## src/rtl/tnn_pkg.sv

```systemverilog
// rtl/tnn_pkg.sv - shared types and defaults for the sequential TNN wrappers
// Contents: scheduler state encoding, default core dimensions, class-index width helper.
package tnn_pkg;

   typedef enum logic [2:0] {
      ST_IDLE,
      ST_LOAD,
      ST_RUN,
      ST_DONE,
      ST_HOLD
   } state_t;

   localparam int N_DEF = 128;
   localparam int M_DEF = 40;
   localparam int B_DEF = 4;
   localparam int C_DEF = 6;

   // Width needed to carry a class index; a single-class core still needs one bit.
   function automatic int klass_width(input int c);
      return (c <= 1) ? 1 : $clog2(c);
   endfunction

endpackage

```

## src/rtl/tnn_seq_sched_if.sv

```systemverilog
// rtl/tnn_seq_sched_if.sv - sample-in / result-out handshake bundle for tnn_seq_sched
// Signals: in_valid/in_ready/in_data (sample stream), out_valid/out_ready/out_klass (result stream).
// Modports: master = sample source / result consumer, slave = scheduler.
interface tnn_seq_sched_if #(
   parameter int DW = tnn_pkg::B_DEF * tnn_pkg::N_DEF,
   parameter int KW = tnn_pkg::klass_width(tnn_pkg::C_DEF)
);

   logic          in_valid;
   logic          in_ready;
   logic [DW-1:0] in_data;
   logic          out_valid;
   logic          out_ready;
   logic [KW-1:0] out_klass;

   modport master (
      output in_valid, in_data, out_ready,
      input  in_ready, out_valid, out_klass
   );

   modport slave (
      input  in_valid, in_data, out_ready,
      output in_ready, out_valid, out_klass
   );

endinterface

```

## src/rtl/tnn_lat_counter.sv

```systemverilog
// rtl/tnn_lat_counter.sv - fixed-latency counter with start and terminal-count flag
// Ports: clk, rst (async, active-high), start (reload), en (count), tc (terminal count reached).
// Up mode counts 0..LAST, down mode counts LAST..0; tc flags the last value either way.
module tnn_lat_counter #(
   parameter int W    = 8,
   parameter int LAST = 1,
   parameter bit DOWN = 1'b0
) (
   input  logic clk,
   input  logic rst,
   input  logic start,
   input  logic en,
   output logic tc
);

   localparam logic [W-1:0] LAST_W = W'(LAST);

   logic [W-1:0] cnt;

   always_ff @(posedge clk or posedge rst) begin
      if (rst) begin
         cnt <= '0;
      end else if (start) begin
         cnt <= DOWN ? LAST_W : '0;
      end else if (en) begin
         cnt <= DOWN ? (cnt - W'(1)) : (cnt + W'(1));
      end
   end

   assign tc = DOWN ? (cnt == '0) : (cnt == LAST_W);

endmodule

```

## src/rtl/tnn_seq_sched.sv

```systemverilog
// rtl/tnn_seq_sched.sv - start/done sequencer for a handshake-less bit-serial ternary classifier
// Ports: clk, rst (async, active-high); bus (slave: sample in, class index out);
//        busy (LOAD/RUN), core_data/core_rst to the core, core_klass from the core,
//        done_cnt (completed classifications, wrapping).
module tnn_seq_sched
   import tnn_pkg::*;
#(
   parameter  int N   = N_DEF,
   parameter  int M   = M_DEF,
   parameter  int B   = B_DEF,
   parameter  int C   = C_DEF,
   parameter  int LAT = N + M,
   localparam int KW  = klass_width(C)
) (
   input  logic            clk,
   input  logic            rst,
   tnn_seq_sched_if.slave  bus,
   output logic            busy,
   output logic [B*N-1:0]  core_data,
   output logic            core_rst,
   input  logic [KW-1:0]   core_klass,
   output logic [15:0]     done_cnt
);

   // Wide enough for LAT-1 with headroom so the count never wraps inside RUN.
   localparam int CW = $clog2(LAT + 1);

   state_t          state;
   state_t          state_n;
   logic [B*N-1:0]  data_q;
   logic [KW-1:0]   klass_q;
   logic            cnt_start;
   logic            cnt_en;
   logic            cnt_tc;
   logic            accept;

   // Every handshake output is a pure decode of state, so no input reaches an output combinationally.
   assign bus.in_ready  = (state == ST_IDLE) || (state == ST_DONE);
   assign bus.out_valid = (state == ST_DONE) || (state == ST_HOLD);
   assign bus.out_klass = klass_q;
   assign busy          = (state == ST_LOAD) || (state == ST_RUN);
   assign core_rst      = (state != ST_RUN);
   assign core_data     = data_q;

   assign accept = bus.in_valid && bus.in_ready;

   always_ff @(posedge clk or posedge rst) begin
      if (rst) begin
         state <= ST_IDLE;
      end else begin
         state <= state_n;
      end
   end

   always_comb begin
      state_n   = state;
      cnt_start = 1'b0;
      cnt_en    = 1'b0;
      case (state)
         ST_IDLE: begin
            if (bus.in_valid) state_n = ST_LOAD;
         end
         ST_LOAD: begin
            cnt_start = 1'b1;
            state_n   = ST_RUN;
         end
         ST_RUN: begin
            cnt_en = 1'b1;
            if (cnt_tc) state_n = ST_DONE;
         end
         ST_DONE: begin
            // A sample accepted while the result is still pending parks in HOLD.
            if (bus.out_ready) begin
               state_n = bus.in_valid ? ST_LOAD : ST_IDLE;
            end else if (bus.in_valid) begin
               state_n = ST_HOLD;
            end
         end
         ST_HOLD: begin
            if (bus.out_ready) state_n = ST_LOAD;
         end
         default: state_n = ST_IDLE;
      endcase
   end

   tnn_lat_counter #(
      .W    (CW),
      .LAST (LAT - 1),
      .DOWN (1'b0)
   ) u_lat_counter (
      .clk   (clk),
      .rst   (rst),
      .start (cnt_start),
      .en    (cnt_en),
      .tc    (cnt_tc)
   );

   always_ff @(posedge clk or posedge rst) begin
      if (rst) begin
         data_q   <= '0;
         klass_q  <= '0;
         done_cnt <= '0;
      end else begin
         // core_data only moves on an accepting edge, so it is stable through LOAD and RUN.
         if (accept) begin
            data_q <= bus.in_data;
         end
         if ((state == ST_RUN) && cnt_tc) begin
            klass_q  <= core_klass;
            done_cnt <= done_cnt + 16'd1;
         end
      end
   end

endmodule

```

## src/flat_wrapper.sv

```systemverilog
// flat-port wrapper written by rule: the top's interface ports become plain ports
module tnn_seq_sched_flat import tnn_pkg::*;
#(
   parameter  int N   = N_DEF,
   parameter  int M   = M_DEF,
   parameter  int B   = B_DEF,
   parameter  int C   = C_DEF,
   parameter  int LAT = N + M,
   localparam int KW  = klass_width(C)
)
  (clk, rst, busy, core_data, core_rst, core_klass, done_cnt, bus_in_valid, bus_in_data, bus_out_ready, bus_in_ready, bus_out_valid, bus_out_klass);
  tnn_seq_sched_if #(.DW((B_DEF * N_DEF)), .KW((klass_width(C_DEF)))) bus_i ();
  input  logic clk;
  input  logic rst;
  output logic busy;
  output logic [B*N-1:0] core_data;
  output logic core_rst;
  input  logic [KW-1:0] core_klass;
  output logic [15:0] done_cnt;
  input wire logic [$bits(bus_i.in_valid)-1:0] bus_in_valid;
  input wire logic [$bits(bus_i.in_data)-1:0] bus_in_data;
  input wire logic [$bits(bus_i.out_ready)-1:0] bus_out_ready;
  output wire logic [$bits(bus_i.in_ready)-1:0] bus_in_ready;
  output wire logic [$bits(bus_i.out_valid)-1:0] bus_out_valid;
  output wire logic [$bits(bus_i.out_klass)-1:0] bus_out_klass;
  assign bus_i.in_valid = bus_in_valid;
  assign bus_i.in_data = bus_in_data;
  assign bus_i.out_ready = bus_out_ready;
  assign bus_in_ready = bus_i.in_ready;
  assign bus_out_valid = bus_i.out_valid;
  assign bus_out_klass = bus_i.out_klass;
  tnn_seq_sched #(.N(N), .M(M), .B(B), .C(C), .LAT(LAT)) u_core (.clk(clk), .rst(rst), .bus(bus_i), .busy(busy), .core_data(core_data), .core_rst(core_rst), .core_klass(core_klass), .done_cnt(done_cnt));
endmodule
```

## config.mk

```make
export PLATFORM = sky130hd
export DESIGN_NAME = tnn_seq_sched_flat
export DESIGN_NICKNAME = d
export VERILOG_FILES = /design/src/rtl/tnn_pkg.sv /design/src/rtl/tnn_seq_sched_if.sv /design/src/rtl/tnn_lat_counter.sv /design/src/rtl/tnn_seq_sched.sv /design/src/flat_wrapper.sv
export SDC_FILE = /design/constraint.sdc
export NUM_CORES = 1
export LEC_CHECK = 0
export CORE_AREA = 10 10 408 410
export DETAILED_ROUTE_END_ITERATION = 6
export DIE_AREA = 0 0 418 420
export SLEW_MARGIN = 15
export SYNTH_ARGS = -nofsm -noshare
export SYNTH_HDL_FRONTEND = slang
export SYNTH_SLANG_ARGS = --single-unit
export TNS_END_PERCENT = 20
```

## constraint.sdc

```tcl
create_clock -name clk -period 32.4 [get_ports clk]
set_input_delay 3.24 -clock clk [delete_from_list [all_inputs] [get_ports clk]]
set_output_delay 3.24 -clock clk [all_outputs]
set_load 0.02 [all_outputs]
```

==> qor.txt, run 1 <==
Outcome = completed
Least-Margin Pin Slew = 1150 ps
Syn nets = 1747
Crit path capture type = flop
Post-CTS Setup Inserts = 0
Worst path arrival time = 7840 ps
CTS H-tree depth = 3
Worst hold path endpoint = u_core.done_cnt[15]$_DFFE_PP0P_
Fin nets = 2827
Max Cap Viol = 0
Synth unique cells = 37
Unrepaired setup endpoints after global routing = false
Initial cell density of the core = 14.3%
Worst-path clk slew = 60 ps
Fin. Hold Viols = 0
Hold Crit Depth = 1
Crit path kind = in -> reg
# IOs = 1054
Hpwl dp = 93900 um
R2r endpoint = u_core.core_data[416]$_DFFE_PP0P_
PostCTS Resize Cnt = 0
Ys Warns = 0
Slew Limit Fails = 0
Total negative slack = 0 ps
Post-synthesis sequential area ratio = 60.1%
RR Startpoint = u_core.state[0]$_DFFE_PP0P_
Clk buf depth = 3
Synth Area in Compound Gates = 0.383%
Die W = 418 um
CTS Sinks = 542
Syn Area/Cell = 18.4 um2
Worst vdd ir = 0.0000454 V
Final setup violation count = 0
PD cells = 116 nW/um2
Adder-Cell Fraction of Synth Area = 0.111%
Final RePlAce weighted congestion = 0.885
Post-synthesis mux area share = 32.3%
Tot Pwr = 4.30 mW
GRT Util Overall = 12.3%
Most common cell in the synthesized netlist = dfrtp_1
Initial antenna violation count = 40
Tcrit/Tclk final = 22.6%
Vias in the first global route = 15852
Leak pwr = 15.4 nW
Hold Startpoint = u_core.done_cnt[15]$_DFFE_PP0P_
Tightest Hold Check Type = reg -> reg
Max Fanout on Critical Path = 112
Yosys reg bits = 542
Share of layout cells above drive strength 1 = 24.2%
Routed Antenna Nets = 0
Top cell type's share of synthesized area = 60.1%
TritonCTS clock tree = yes
Post-synth ARST share = 100%
Global-route wire length before repair = 149000 um
Drt pass-1 iters = 4
Crit start category = primary input
Synthesized area = 22600 um2
Hold_buf cts = 0
Die ar. = 176000 um2
Clk_skew = 40.4 ps
DRT Wirelength = 114000 um
Drt via density = 3.32
Post-synth EDFFs = 0
Max-slew headroom at the worst pin = 23.5%
Root Driver = clkbuf_16
Port bufs = 1053
R2R depth = 7
Commonest cells in the netlist = dfrtp_1, mux2_4, mux2_1, buf_12, mux2_2
Largest cells by area after synthesis = dfrtp_1, mux2_4, buf_12
Post-synthesis cell count = 1226
Syn-to-layout area delta = 65.0%
Top FF cell, synth = dfrtp_1
Post-Synth XOR/XNOR Area = 0.660%
Die Y = 420 um
Post-synth top area cell = dfrtp_1
Num rows = 146
Pin count of the biggest net entering global routing = 161
Largest family of logic cells by synthesized area = multiplexers
Worst reg-to-reg setup slack = 27310 ps
Clk Latency, worst-skew pair = 660 ps
DR vias = 14724
Final global-route overflow total = 0
Fmax = 136 MHz
DRC errors left = 0
1st-iter DRT viols = 951
Simple-gate share of the synthesized area = 1.72%
CP Data Required Time = 32910 ps
Final critical-path required period = 7330 ps
WL/cell = 25.8 um
Num CTS Buffers = 71
Core Area = 158000 um2
[per-stage QoR]
| step | setup slack, ps | instance area (um2) | hold WS [ps] | std cells | util [%] |
|---|---|---|---|---|---|
| after floorplan | 14010 | 22600 | 440 | 1226 | - |
| after global placement | 24520 | 34800 | 464 | 4305 | 22.0 |
| after detailed placement | 24500 | 34800 | 469 | 4305 | 22.0 |
| after CTS | 25210 | 37200 | 486 | 4431 | 23.6 |
| after global routing | 24990 | 37200 | 500 | 4434 | 23.6 |
| final | 25070 | 37200 | 480 | 4435 | 23.6 |
[flip-flops by register name, indices dropped and copies added, names as in the netlist]
name / count
u_core.state: 3
u_core.done_cnt: 16
u_core.u_lat_counter.cnt: 8
u_core.bus.out_klass: 3
u_core.core_data: 512
[worst max-delay path, stage by stage]
cell             delay [ps]
clkdlybuf4s50_1         570
and2_4                  860
buf_12                  530
buf_4                   820
buf_4                   950
mux2_4                  350
[power by group]
group,switching [mW],leakage [nW],internal (mW)
registers,0.242,6.42,1.02
clock network,0.340,1.19,0.500
logic,1.04,7.83,1.16
[area by class of cell]
class / count / area, um2
Clock inverter: 35 / 492
Fill cell: 16596 / 121000
Sequential cell: 542 / 13600
Antenna cell: 4 / 10.0
Multi-Input combinational cell: 619 / 7940
Timing Repair Buffer: 1067 / 10700
Inverter: 5 / 26.3
Tap cell: 2072 / 2590
Clock buffer: 91 / 1940
[cell families (layout without fill, tap and decap cells)]
group | Yosys count | count (layout)
compound gates | 14 | 14
xor+xnor | 17 | 17
buf+inv | 65 | 1198
other cells | 0 | 4
flops | 542 | 542
simple gates | 72 | 72
mux | 514 | 514
fa+ha+maj | 2 | 2
[layer usage]
layer  wire (um)  part of all wire [%]  GRT usage [%]  vias up
li1            -                     -              -     6497
met1       44200                    39           14.1     7498
met2       56300                    49           20.8      564
met3       11200                   9.8           5.56      163
met4        2440                   2.1           3.21        2
met5          13                 0.011              0        -
[how the worst max path moves through the flow]
stage | start | end | slack, ps | cells after the start
final | bus_in_valid | u_core.core_data[416]$_DFFE_PP0P_ | 25070 | 6
after global routing | bus_in_valid | u_core.core_data[416]$_DFFE_PP0P_ | 24990 | 6
after global placement | bus_in_valid | u_core.core_data[434]$_DFFE_PP0P_ | 24520 | 6
after CTS | bus_in_valid | u_core.core_data[421]$_DFFE_PP0P_ | 25210 | 6
after floorplan | rst | u_core.bus.out_klass[0]$_DFFE_PP0P_ | 14010 | 1
after detailed placement | bus_in_valid | u_core.core_data[431]$_DFFE_PP0P_ | 24500 | 6
[layout by cell type, fill, tap and decap left out, types with 3 or more instances in the layout]
cell type and instances:
mux2_4 400, buf_4 12, clkinv_2 11, nand3_1 9, mux2_1 80, xor2_1 11, inv_6 5, clkdlybuf4s50_1 1053
bufinv_16 9, clkbuf_1 11, xnor2_1 6, clkinv_4 3, and3_1 3, clkbuf_16 71, inv_1 3, nor3_2 3
nor2_1 8, nand2_1 26, o21ai_0 6, diode_2 4, clkbuf_8 9, dfrtp_1 542, clkinvlp_4 4, mux2_2 32
nand4_1 6, nor3_1 6
(Power assumes the default switching activity.)
==> run 2, diff against run 1 <==
- clock period: 32.4 -> 6.98 ns (I/O delays scaled with it)
==> qor.txt, run 2 (synthesized netlist as in run 1, its figures left out) <==
Clk Latency, worst-skew pair = 640 ps
Fin. Hold Viols = 0
Routed Antenna Nets = 0
Tot Pwr = 19.9 mW
Drt pass-1 iters = 4
Met3 wire len = 12500 um
# IOs = 1054
Hold Crit Depth = 1
Crit start category = flop
WL/cell = 25.1 um
Num CTS Buffers = 71
Worst vdd ir = 0.000342 V
Hold Startpoint = u_core.done_cnt[15]$_DFFE_PP0P_
Crit path kind = reg -> out
Final RePlAce weighted congestion = 0.896
FILL cells = 16529
Clk_skew = 23.2 ps
Crit path capture type = primary output
Worst-path clk slew = 60 ps
Initial antenna violation count = 47
Final critical-path required period = 3320 ps
DR vias = 14986
Initial cell density of the core = 14.3%
Least-Margin Pin Slew = 1040 ps
Max reg flops = 512
Worst hold path endpoint = u_core.done_cnt[15]$_DFFE_PP0P_
Most common cell after layout, fill and taps aside = clkdlybuf4s50_1
Fin nets = 2831
Hold_buf cts = 0
Port bufs = 1053
Die ar. = 176000 um2
Die Y = 420 um
PD cells = 532 nW/um2
Global-route wire length before repair = 145000 um
DRT Wirelength = 112000 um
Worst reg-to-reg setup slack = 3870 ps
Num rows = 146
Max Cap Viol = 0
Metal-1 WL = 43400 um
Vias in the first global route = 15984
Final global-route overflow total = 0
PostCTS Resize Cnt = 0
Clk buf depth = 3
Tcrit/Tclk final = 47.5%
Share of layout cells above drive strength 1 = 24.2%
CTS H-tree depth = 3
TritonCTS clock tree = yes
Routed length on met2 = 52500 um
Tightest Hold Check Type = reg -> reg
Commonest non-fill, non-tap cells in the layout = clkdlybuf4s50_1, dfrtp_1, mux2_4
Final setup violation count = 0
1st-iter DRT viols = 964
Slew Limit Fails = 0
CP Data Required Time = 6280 ps
CP Launch Point = u_core.state[2]$_DFFE_PP0P_
CTS Sinks = 542
R2R depth = 6
Max Fanout on Critical Path = 9
Max Used Layer = met5
Core Area = 158000 um2
DRC errors left = 0
Hpwl dp = 91300 um
Pin count of the biggest net entering global routing = 152
Max-slew headroom at the worst pin = 30.8%
Unrepaired setup endpoints after global routing = false
Post-CTS Setup Inserts = 0
GRT Util Overall = 12.0%
Outcome = completed
Fmax = 301 MHz
Drt via density = 3.37
Root Driver = clkbuf_16
Total negative slack = 0 ps
Syn-to-layout area delta = 65.4%
RR Startpoint = u_core.state[0]$_DFFE_PP0P_
Die W = 418 um
Worst path arrival time = 2620 ps
Leak pwr = 15.5 nW
Hold Slack = 466 ps
R2r endpoint = u_core.core_data[323]$_DFFE_PP0P_
-- run 2: changes by cell type in the layout (fill, tap and decap cells not counted), sizes merged --
cell,change
clkinv,-1
clkbuf,+11
buf,+4
diode,+8
bufinv,-4
inv,-4
-- run 2: worst max-delay path by stage --
stage | slack [ps] | endpoint | cells past startpoint
after floorplan | -1090 | u_core.bus.out_klass[0]$_DFFE_PP0P_ | 1
after global placement | 3470 | u_core.core_data[104]$_DFFE_PP0P_ | 5
after detailed placement | 3440 | u_core.core_data[108]$_DFFE_PP0P_ | 5
after CTS | 3560 | busy | 4
after global routing | 3440 | busy | 4
final | 3660 | busy | 4
-- run 2: power by group --
group / total [mW] / internal, mW / switching [mW]
combinational: 10.1 / 5.40 / 4.71
sequential: 5.97 / 4.72 / 1.25
clock: 3.79 / 2.25 / 1.54
-- run 2: worst max-delay path: stages (launching register included) --
cell	delay, ps
dfrtp_1	480
nor3b_2	540
nor2_1	220
inv_1	90
clkdlybuf4s50_1	650
-- run 2: layout make-up --
cell class              instances  area (um2)  area share [%]
diodes                         12        30.0          0.0804
clock buffers                 102        2050            5.50
clock inverters                26         348           0.932
inverters                       5        22.5          0.0603
multi-input cells             619        7940            21.3
flip-flops and latches        542       13600            36.3
well taps                    2072        2590            6.94
repair buffers               1071       10800            28.9
-- run 2: stage by stage --
step | utilization, % | std cells | setup slack (ps) | instance area, um2
after global routing | 23.7 | 4447 | 3440 | 37300
after CTS | 23.6 | 4437 | 3560 | 37300
final | 23.7 | 4449 | 3660 | 37300
after detailed placement | 22.1 | 4309 | 3440 | 34900
after floorplan | - | 1226 | -1090 | 22600
after global placement | 22.1 | 4309 | 3470 | 34900
-- run 2: routing by layer --
layer | vias up | global-route usage [%]
met3 | 166 | 6.02
met2 | 716 | 18.9
met4 | 2 | 4.18
met5 | - | 0
met1 | 7570 | 14.1
li1 | 6532 | -
